File: src/rtl/muldiv_seq_pkg.sv
// muldiv_seq_pkg: shared op encoding, FSM states and default width for the mul/div unit
package muldiv_seq_pkg;
  localparam int DEF_WIDTH = 8;
  localparam logic OP_MUL = 1'b0;
  localparam logic OP_DIV = 1'b1;
  typedef enum logic [1:0] {IDLE, RUN, DONE} state_t;
endpackage

File: src/rtl/muldiv_seq_if.sv
// muldiv_seq_if: start/busy/done handshake and operand/result bus of the mul/div unit
interface muldiv_seq_if #(parameter int WIDTH = muldiv_seq_pkg::DEF_WIDTH);
  logic start;
  logic op;
  logic [WIDTH-1:0] a;
  logic [WIDTH-1:0] b;
  logic busy;
  logic done;
  logic [WIDTH-1:0] result;
  logic [WIDTH-1:0] result_hi;
  logic div_zero;
  modport master (output start, op, a, b, input busy, done, result, result_hi, div_zero);
  modport slave (input start, op, a, b, output busy, done, result, result_hi, div_zero);
endinterface

File: src/rtl/muldiv_datapath.sv
// muldiv_datapath: shift-add multiply / restoring divide registers with one step per strobe
module muldiv_datapath
  import muldiv_seq_pkg::*;
#(
  parameter int WIDTH = DEF_WIDTH
) (
  input  logic             clk,
  input  logic             rst,
  input  logic             load,
  input  logic             step,
  input  logic             op,
  input  logic [WIDTH-1:0] a,
  input  logic [WIDTH-1:0] b,
  output logic [WIDTH-1:0] lo_next,
  output logic [WIDTH-1:0] hi_next
);
  logic             op_r;
  logic [WIDTH-1:0] opnd;
  logic [WIDTH-1:0] lo;
  logic [WIDTH-1:0] hi;
  logic [WIDTH:0]   sum;
  logic [WIDTH:0]   rem_sh;
  logic [WIDTH-1:0] diff;
  logic             ge;
  // next accumulator value: lo holds multiplier/quotient, hi holds product high/remainder
  always_comb begin
    sum     = {1'b0, hi} + (lo[0] ? {1'b0, opnd} : '0);
    rem_sh  = {hi, lo[WIDTH-1]};
    ge      = rem_sh >= {1'b0, opnd};
    diff    = rem_sh[WIDTH-1:0] - opnd;
    lo_next = (op_r == OP_DIV) ? {lo[WIDTH-2:0], ge} : {sum[0], lo[WIDTH-1:1]};
    hi_next = (op_r == OP_DIV) ? (ge ? diff : rem_sh[WIDTH-1:0]) : sum[WIDTH:1];
  end
  // operand latch on load, one iteration per step
  always_ff @(posedge clk) begin
    if (rst) begin
      op_r <= OP_MUL;
      opnd <= '0;
      lo   <= '0;
      hi   <= '0;
    end else if (load) begin
      op_r <= op;
      opnd <= (op == OP_DIV) ? b : a;
      lo   <= (op == OP_DIV) ? a : b;
      hi   <= '0;
    end else if (step) begin
      lo <= lo_next;
      hi <= hi_next;
    end
  end
endmodule

File: src/rtl/muldiv_seq.sv
// muldiv_seq: iterative 8-bit multiply/divide unit with IDLE/RUN/DONE sequencing
module muldiv_seq
  import muldiv_seq_pkg::*;
#(
  parameter int WIDTH = DEF_WIDTH
) (
  input logic        clk,
  input logic        rst,
  muldiv_seq_if.slave bus
);
  localparam int CW = $clog2(WIDTH + 1);
  state_t           state;
  logic [CW-1:0]    cnt;
  logic             load;
  logic [WIDTH-1:0] lo_next;
  logic [WIDTH-1:0] hi_next;
  assign load = bus.start && state != RUN;
  muldiv_datapath #(.WIDTH(WIDTH)) u_dp (
    .clk(clk), .rst(rst), .load(load), .step(state == RUN), .op(bus.op),
    .a(bus.a), .b(bus.b), .lo_next(lo_next), .hi_next(hi_next)
  );
  // sequencing FSM with registered handshake outputs; results captured only on DONE entry
  always_ff @(posedge clk) begin
    if (rst) begin
      state         <= IDLE;
      cnt           <= '0;
      bus.busy      <= 1'b0;
      bus.done      <= 1'b0;
      bus.result    <= '0;
      bus.result_hi <= '0;
      bus.div_zero  <= 1'b0;
    end else begin
      case (state)
        RUN: begin
          cnt <= cnt - CW'(1);
          if (cnt == CW'(1)) begin
            state         <= DONE;
            bus.busy      <= 1'b0;
            bus.done      <= 1'b1;
            bus.result    <= lo_next;
            bus.result_hi <= hi_next;
          end
        end
        default: begin
          bus.done <= 1'b0;
          if (bus.start) begin
            cnt          <= CW'(WIDTH);
            bus.div_zero <= 1'b0;
            if (bus.op == OP_DIV && bus.b == '0) begin
              state         <= DONE;
              bus.done      <= 1'b1;
              bus.busy      <= 1'b0;
              bus.result    <= '1;
              bus.result_hi <= bus.a;
              bus.div_zero  <= 1'b1;
            end else begin
              state    <= RUN;
              bus.busy <= 1'b1;
            end
          end else begin
            state    <= IDLE;
            bus.busy <= 1'b0;
          end
        end
      endcase
    end
  end
endmodule

File: src/flat_wrapper.sv
// flat-port wrapper written by rule: the top's interface ports become plain ports
module muldiv_seq_flat import muldiv_seq_pkg::*;
#(
  parameter int WIDTH = DEF_WIDTH
)
  (clk, rst, bus_start, bus_op, bus_a, bus_b, bus_busy, bus_done, bus_result, bus_result_hi, bus_div_zero);
  muldiv_seq_if #(.WIDTH(WIDTH)) bus_i ();
  input logic clk;
  input logic rst;
  input wire logic [$bits(bus_i.start)-1:0] bus_start;
  input wire logic [$bits(bus_i.op)-1:0] bus_op;
  input wire logic [$bits(bus_i.a)-1:0] bus_a;
  input wire logic [$bits(bus_i.b)-1:0] bus_b;
  output wire logic [$bits(bus_i.busy)-1:0] bus_busy;
  output wire logic [$bits(bus_i.done)-1:0] bus_done;
  output wire logic [$bits(bus_i.result)-1:0] bus_result;
  output wire logic [$bits(bus_i.result_hi)-1:0] bus_result_hi;
  output wire logic [$bits(bus_i.div_zero)-1:0] bus_div_zero;
  assign bus_i.start = bus_start;
  assign bus_i.op = bus_op;
  assign bus_i.a = bus_a;
  assign bus_i.b = bus_b;
  assign bus_busy = bus_i.busy;
  assign bus_done = bus_i.done;
  assign bus_result = bus_i.result;
  assign bus_result_hi = bus_i.result_hi;
  assign bus_div_zero = bus_i.div_zero;
  muldiv_seq #(.WIDTH(WIDTH)) u_core (.clk(clk), .rst(rst), .bus(bus_i));
endmodule
File: config.mk
export PLATFORM = sky130hd
export DESIGN_NAME = muldiv_seq_flat
export DESIGN_NICKNAME = d
export VERILOG_FILES = /design/src/rtl/muldiv_seq_pkg.sv /design/src/rtl/muldiv_seq_if.sv /design/src/rtl/muldiv_datapath.sv /design/src/rtl/muldiv_seq.sv /design/src/flat_wrapper.sv
export SDC_FILE = /design/constraint.sdc
export NUM_CORES = 1
export LEC_CHECK = 0
export ABC_AREA = 1
export CAP_MARGIN = 20
export CORE_ASPECT_RATIO = 0.8
export CORE_UTILIZATION = 30
export CTS_CLUSTER_SIZE = 30
export DETAILED_ROUTE_END_ITERATION = 8
export PLACE_DENSITY_LB_ADDON = 0.15
export RECOVER_POWER = 25
export SLEW_MARGIN = 10
export SYNTH_ARGS = -nofsm -noshare
export SYNTH_HDL_FRONTEND = slang
export SYNTH_SLANG_ARGS = --single-unit
File: constraint.sdc
create_clock -name clk -period 5.9 [get_ports clk]
set_clock_uncertainty 0.2 [all_clocks]
set_input_delay 1.18 -clock clk [delete_from_list [all_inputs] [get_ports clk]]
set_output_delay 1.18 -clock clk [all_outputs]
set_load 0.02 [all_outputs]
==> results by group, run 1 <==
Synthesis
  – Seq cells post-synth: 48
  – Post-synthesis cell count: 478
  – Multiplexer share of the synthesized area: 0
  – Top cell type by total area after synthesis: dfxtp_1
  – Post-synthesis xor/xnor area fraction: 0.0194
  – Syn_area_per_cell: 6.61 sq um
  – Synthesized-area fraction occupied by adder cells: 0.0839
  – Sequential cell area fraction in the yosys report: 0.304
  – Yosys warning total: 0
  – Compound-Gate Fraction of Synth Area: 0.193
  – Syn Nets: 518
  – Syn Std Cell Area: 3160 sq um
  – Synth top area share: 0.304
  – Largest family of logic cells by synthesized area: simple AND/OR/NAND/NOR gates
  – Dominant cells by area after synthesis: dfxtp_1, nand2_1, inv_1
  – Number of library cell types mapped by synthesis: 39
  – Synth Area in Simple Gates: 0.272

Critical path
  – CP max FO: 15
  – Critical Path AT: 3.51 ns
  – Crit-path cells: dlygate4sd3_1 > inv_1 > nor2_1 > inv_1 > nand2_1 > o22ai_1
  – Critical path launch point type: primary input
  – WP data required: 5.85 ns
  – Slowest CP cell: nor2_1
  – WS Path Type: in -> reg
  – CP Capture Type: flip-flop
  – CP peak stage delay: slightly below 0.7 ns
  – CP dominant cell by count: inv_1

Timing
  – F_max: 281 MHz
  – Setup Viol. Count Final: 0
  – RSZ-0062 raised after global routing: false
  – Hold Violations, Final: 0
  – Rel. slew slack: 0.400
  – Post-layout min period: around 3.6 ns
  – Worst-Margin Slew: 0.897 ns
  – Setup_tns: 0 ns
  – Max-slew violation count: 0
  – Final setup margin: 2.34 ns
  – Tcrit/Tclk final: 0.603

Clock tree
  – # resized after CTS: 0
  – CTS H-Tree Depth: 2
  – CTS tree: yes
  – Number of hold buffers added after CTS: 0
  – Clk sinks: 48
  – Setup Buffers After CTS: 0
  – Clk_lat worst skew: 0.29 ns
  – Bufs on Longest Clock Path: 2
  – Root Buffer Master: clkbuf_16
  – TritonCTS Buffers: 5
  – CTS clk-pin slew, worst paths: 0.06 ns

Drt
  – Vias per cell: 4.89
  – Wire per inst: 14.4 um
  – DR DRC count: 0
  – Metal3 WL: about 530 um
  – Drt initial violations: ~220
  – Uppermost layer routed: met4
  – M1 WL: 5000 um
  – Antenna viol nets, final: 0
  – Total wire length: 9320 um
  – 1st-pass router iterations: 4
  – Routed wl met2: 3760 um
  – Via Count: around 3200

Floorplanning
  – DIE AREA: 11000 sq um
  – Die Ht: 93.8 um
  – Die Span X: 117 um
  – Initial core utilization: 0.309
  – Core footprint: 10200 sq um
  – IO Count: 39
  – Row cnt: 33

Place
  – I/O Buffers: 38
  – Dpl hpwl: 7190 um
  – Placer congestion estimate: 0.823
  – DP Worst Slack: 2.09 ns

Run status
  – Status: complete, no violations

Power
  – Tot Pwr: slightly below 0.9 mW
  – P_int: around 0.59 mW
  – Sw Ratio: 0.322
  – Clock power frac: 0.327
  – Sequential share of power: 0.412
  – Cell Pwr Density: 234 nW/um^2
  – Maximum vdd drop: 132 uV
  – P_leak: 1.79 nW
  – Switch Pwr: 0.282 mW
  – Comb pwr share: 0.262

Global route
  – Grt total ovfl: 0
  – Largest net degree at the start of global routing: 30
  – Vias in the first global route: 2818
  – First-pass GRT wire length: ~15000 um
  – Tot GR Track Use: 0.176
  – Initial antenna violation count: 0

Cells and area
  – Most frequent cells in the layout: nand2_1, inv_1, dfxtp_1
  – Util after Layout: 0.365
  – Commonest non-fill, non-tap cell in the layout: nand2_1
  – Ratio of cells with drive above 1 in the final layout: 0.0375
  – # fillers: 1137
  – Synth-to-Final Area Change: 18.4%
  – Sequential cell area: 961 sq um
  – Ant diodes: 0
  – Multi-input logic area: 1790 sq um
  – Final #Nets: 545

Flow run
  – Number of max-cap violations: 0

Hold path
  – Hold Path Class: reg -> reg
path summary, 6_finish.rpt:
| check | start | end | slack, ns | cells past startpoint |
|---|---|---|---|---|
| worst min register to register | u_core.cnt[3] | u_core.cnt[3] | 0.27 | 1 |
| worst min-delay path | u_core.cnt[3] | u_core.cnt[3] | 0.27 | 1 |
| worst max register to register | u_core.bus.busy | u_core.u_dp.opnd[5] | 3.24 | 7 |
| worst max-delay path | bus_start | u_core.u_dp.opnd[5] | 2.34 | 6 |
per-stage QoR:
stage / hold slack (ns) / area, sq um / instances
floorplan: 0.234 / 3160 / 478
CTS: 0.270 / 3740 / 646
global placement: 0.261 / 3600 / 638
global route: 0.291 / 3740 / 646
finish: 0.273 / 3740 / 646
detailed placement: 0.260 / 3600 / 638
registers in the layout, summed over array words and instances, names as in the netlist:
register,count
u_core.cnt,4
u_core.u_dp.hi,8
u_core.state,1
u_core.u_dp.opnd,8
u_core.bus.result,8
u_core.bus.div_zero,1
u_core.bus.busy,1
u_core.u_dp.op_r,1
u_core.bus.result_hi,8
u_core.u_dp.lo,8
Yosys cell counts:
| cell | n |
|---|---|
| a211oi_1 | 1 |
| a21boi_0 | 1 |
| inv_2 | 1 |
| nand4_1 | 5 |
| a31oi_1 | 5 |
| or2_0 | 1 |
| xnor2_1 | 2 |
| and2_4 | 1 |
| nand3b_1 | 2 |
| nand4_2 | 1 |
| xor2_1 | 5 |
| buf_2 | 3 |
| buf_6 | 4 |
| fa_1 | 2 |
| o22ai_1 | 2 |
| a21oi_2 | 1 |
| nand2_2 | 1 |
| nand2_1 | 131 |
| a21o_1 | 1 |
| clkbuf_8 | 1 |
| o21ai_0 | 41 |
| a21oi_1 | 45 |
| nor3_1 | 3 |
| dlygate4sd1_1 | 1 |
| a31o_2 | 1 |
| nor2_1 | 15 |
| nand3_2 | 2 |
| o21ai_1 | 1 |
| ha_1 | 18 |
| or2_2 | 1 |
| buf_4 | 1 |
| nor2_2 | 3 |
| o221ai_1 | 6 |
| nand3_1 | 34 |
| dfxtp_1 | 48 |
| o211ai_1 | 5 |
| clkbuf_4 | 1 |
| inv_1 | 73 |
| clkbuf_1 | 8 |
kinds of logic (layout without fill, tap and decap cells):
logic type | count (synthesis) | after routing
fa+ha+maj | 20 | 20
xor+xnor | 7 | 7
simple gates | 200 | 200
flops | 48 | 48
buf+inv | 93 | 121
compound gates | 110 | 110
power groups by stage:
stage / clock, mW / sequential [mW] / combinational (mW)
3_3_place_gp: 0 / 0.368 / 0.228
4_1_cts: 0.292 / 0.361 / 0.230
2_1_floorplan: 0 / 0.364 / 0.167
3_5_place_dp: 0 / 0.368 / 0.228
5_1_grt: 0.306 / 0.363 / 0.258
6_report: 0.286 / 0.361 / 0.230
layout make-up:
class | instances | share of cell area
Multi-Input combinational cell | 337 | 0.479
Sequential cell | 48 | 0.257
Timing Repair Buffer | 39 | 0.104
Inverter | 74 | 0.0742
Tap cell | 140 | 0.0468
Clock buffer | 8 | 0.0391
critical path, delay by kind of cell:
family / cells / cell delay, ns
and+or+nand+nor: 2 / 1.13
AOI/OAI and AO/OA: 1 / 0.13
buffers and inverters: 3 / 1.07
metal layers:
| layer | global-route usage | vias up |
|---|---|---|
| met4 | 0.0295 | 0 |
| met2 | 0.246 | 83 |
| met5 | 0 | - |
| li1 | - | 1615 |
| met1 | 0.280 | 1456 |
| met3 | 0.0271 | 4 |
No activity file was read; power rests on OpenSTA's default activity.
==> run 2, diff against run 1 <==
clock period = 3.7 ns   (was 5.9 ns; I/O delays follow)
==> results by group, run 2 (synthesis gave the netlist of run 1 again) <==
Clock tree
  – TritonCTS Buffers: 5 (unchanged)
  – CTS tree: yes
  – CTS H-Tree Depth: 2 (unchanged)
  – Clk sinks: 48 (unchanged)
  – Setup Buffers After CTS: 0 (unchanged)
  – Number of hold buffers added after CTS: 0 (unchanged)
  – Root Buffer Master: clkbuf_16
  – Bufs on Longest Clock Path: 2 (unchanged)
  – CTS clk-pin slew, worst paths: 0.07 ns (about the same)
  – Clk_lat worst skew: 0.29 ns (about the same)
  – # resized after CTS: 0 (unchanged)

Cells and area
  – Multi-input logic area: 1790 sq um (unchanged)
  – Most frequent cells in the layout: nand2_1, inv_1, dfxtp_1
  – Commonest non-fill, non-tap cell in the layout: nand2_1
  – # fillers: 1142 (+0.44%)
  – Sequential cell area: 961 sq um (unchanged)
  – Final #Nets: 551 (+1.1%)
  – Synth-to-Final Area Change: 20.7%
  – Design area: 3820 sq um (+2.0%)
  – Ratio of cells with drive above 1 in the final layout: 0.0488 (+0.0113)
  – Ant diodes: 0 (unchanged)
  – Util after Layout: 0.373 (+0.00721)
  – Non-Filler Instances: 652 (+0.93%)

Power
  – Tot Pwr: 1.50 mW (+72%)
  – Maximum vdd drop: 167 uV (+26%)
  – P_leak: 1.80 nW (+0.53%)
  – Comb pwr share: 0.252 (-0.010)
  – P_int: 1.04 mW (+75%)
  – Sw Ratio: 0.309 (-0.0131)
  – Sequential share of power: 0.379 (-0.033)
  – Cell Pwr Density: 394 nW/um^2 (+68%)
  – Switch Pwr: 0.464 mW (+65%)
  – Clock power frac: 0.369 (+0.042)

Global route
  – Largest net degree at the start of global routing: 22 (-27%)
  – Met1 Track Usage GR: 0.292 (+0.0111)
  – Initial antenna violation count: 0 (unchanged)
  – First-pass GRT wire length: 15400 um (+4.6%)
  – Vias in the first global route: 2938 (+4.3%)
  – Top Usage Layer GRT: met1
  – Grt total ovfl: 0 (unchanged)
  – Met2 Usage GRT: 0.245 (-0.00148)
  – Tot GR Track Use: 0.186 (+0.00988)
  – Met3 usage: 0.0406 (+0.0135)

Place
  – Dpl hpwl: 7620 um (+6.0%)
  – Placed insts: 644 (+0.94%)
  – Dpl cell area: 3640 sq um (+1.3%)
  – I/O Buffers: 38 (unchanged)
  – Placer congestion estimate: 0.856 (+4.0%)
  – DP Worst Slack: 0.900 ns (-1.19 ns)

Floorplanning
  – Die Ht: 93.8 um (unchanged)
  – DIE AREA: 11000 sq um (unchanged)
  – Row cnt: 33 (unchanged)
  – Initial core utilization: 0.309 (unchanged)
  – Core footprint: 10200 sq um (unchanged)
  – Die Span X: 117 um (unchanged)
  – IO Count: 39 (unchanged)

Critical path
  – R2R cell count: 7 (unchanged)
  – Worst R2R Start: u_core.bus.busy
  – Critical path launch point type: flip-flop
  – CP peak stage delay: 0.53 ns (-0.16 ns)
  – WP data required: 3.68 ns (-2.17 ns)
  – WS Path Type: reg -> reg
  – CP max FO: 18 (+3)
  – R2r setup slk: 1.10 ns (-2.14 ns)
  – Critical Path AT: 2.58 ns (-0.93 ns)
  – Buf/Inv on CP: 2 (-1)
  – Slowest CP cell: nand4_1
  – Crit-path cells: inv_1 > nor2_2 > nand4_1 > nand2_2 > inv_2 > a21oi_1 > a21oi_1
  – CP dominant cell by count: a21oi_1
  – Reg-to-Reg End: u_core.bus.result_hi[5]
  – CP delay by family, top: simple AND/OR/NAND/NOR gates
  – CP Capture Type: flip-flop

Drt
  – Wire per inst: 15.0 um (+3.7%)
  – Via Count: 3185 (+0.85%)
  – Vias per cell: 4.88 (about the same)
  – DR DRC count: 0 (unchanged)
  – Total wire length: 9750 um (+4.7%)
  – Drt initial violations: 168 (-25%)
  – 1st-pass router iterations: 6 (+2)
  – Antenna viol nets, final: 0 (unchanged)

Timing
  – Setup Viol. Count Final: 0 (unchanged)
  – Setup_tns: 0 ns (unchanged)
  – Rel. slew slack: 0.508 (+0.108)
  – Final hold slack: 0.274 ns (+0.00161 ns)
  – F_max: 385 MHz
  – Max-slew violation count: 0 (unchanged)
  – Hold Violations, Final: 0 (unchanged)
  – Post-layout min period: about 2.6 ns
  – Worst-Margin Slew: 0.736 ns (-0.162 ns)
  – Tcrit/Tclk final: 0.702
  – RSZ-0062 raised after global routing: false
  – Final setup margin: 1.10 ns (-1.24 ns)

Hold path
  – Hold Crit Depth: 1 (unchanged)
  – Hold path endpoint: u_core.cnt[3]
  – Hold Path Class: reg -> reg
  – Hold Crit Start: u_core.cnt[3]

Run status
  – Status: complete, no violations

Flow run
  – Number of max-cap violations: 0 (unchanged)
run 2: cell count changes in the layout (fill, tap and decap cells not counted):
cell             change
bufinv_16            +1
clkdlybuf4s50_1      +9
dlygate4sd3_1        -9
buf_4                +4
clkbuf_8             +1
run 2: power groups by stage:
stage	logic, mW	registers [mW]	clock network, mW
6_report	0.379	0.571	0.555
5_1_grt	0.426	0.573	0.589
4_1_cts	0.381	0.571	0.567
3_5_place_dp	0.379	0.582	0
3_3_place_gp	0.379	0.582	0
2_1_floorplan	0.266	0.581	0
run 2: worst max-delay path by stage:
stage,end,start,cells after the start
6_report,u_core.bus.result_hi[5],u_core.bus.busy,7
5_1_grt,u_core.bus.result_hi[2],u_core.bus.busy,7
4_1_cts,u_core.bus.result_hi[5],u_core.bus.busy,7
3_5_place_dp,u_core.bus.result_hi[5],bus_b[7],9
3_3_place_gp,u_core.bus.result[6],bus_b[7],9
2_1_floorplan,u_core.u_dp.hi[5],u_core.u_dp.lo[0],14
run 2: final cells by class:
type | instances | area share
multi-input cells | 337 | 0.470
flip-flops and latches | 48 | 0.252
repair buffers | 45 | 0.111
inverters | 74 | 0.0728
well taps | 140 | 0.0459
clock buffers | 7 | 0.0400
clock inverters | 1 | 0.00787
run 2: routing by layer:
metal / wire length (um) / share of wire / up-vias
met4: 147 / 0.015 / 0
li1: - / - / 1629
met5: 0 / 0 / -
met3: 502 / 0.051 / 13
met2: 3770 / 0.39 / 88
met1: 5330 / 0.55 / 1455
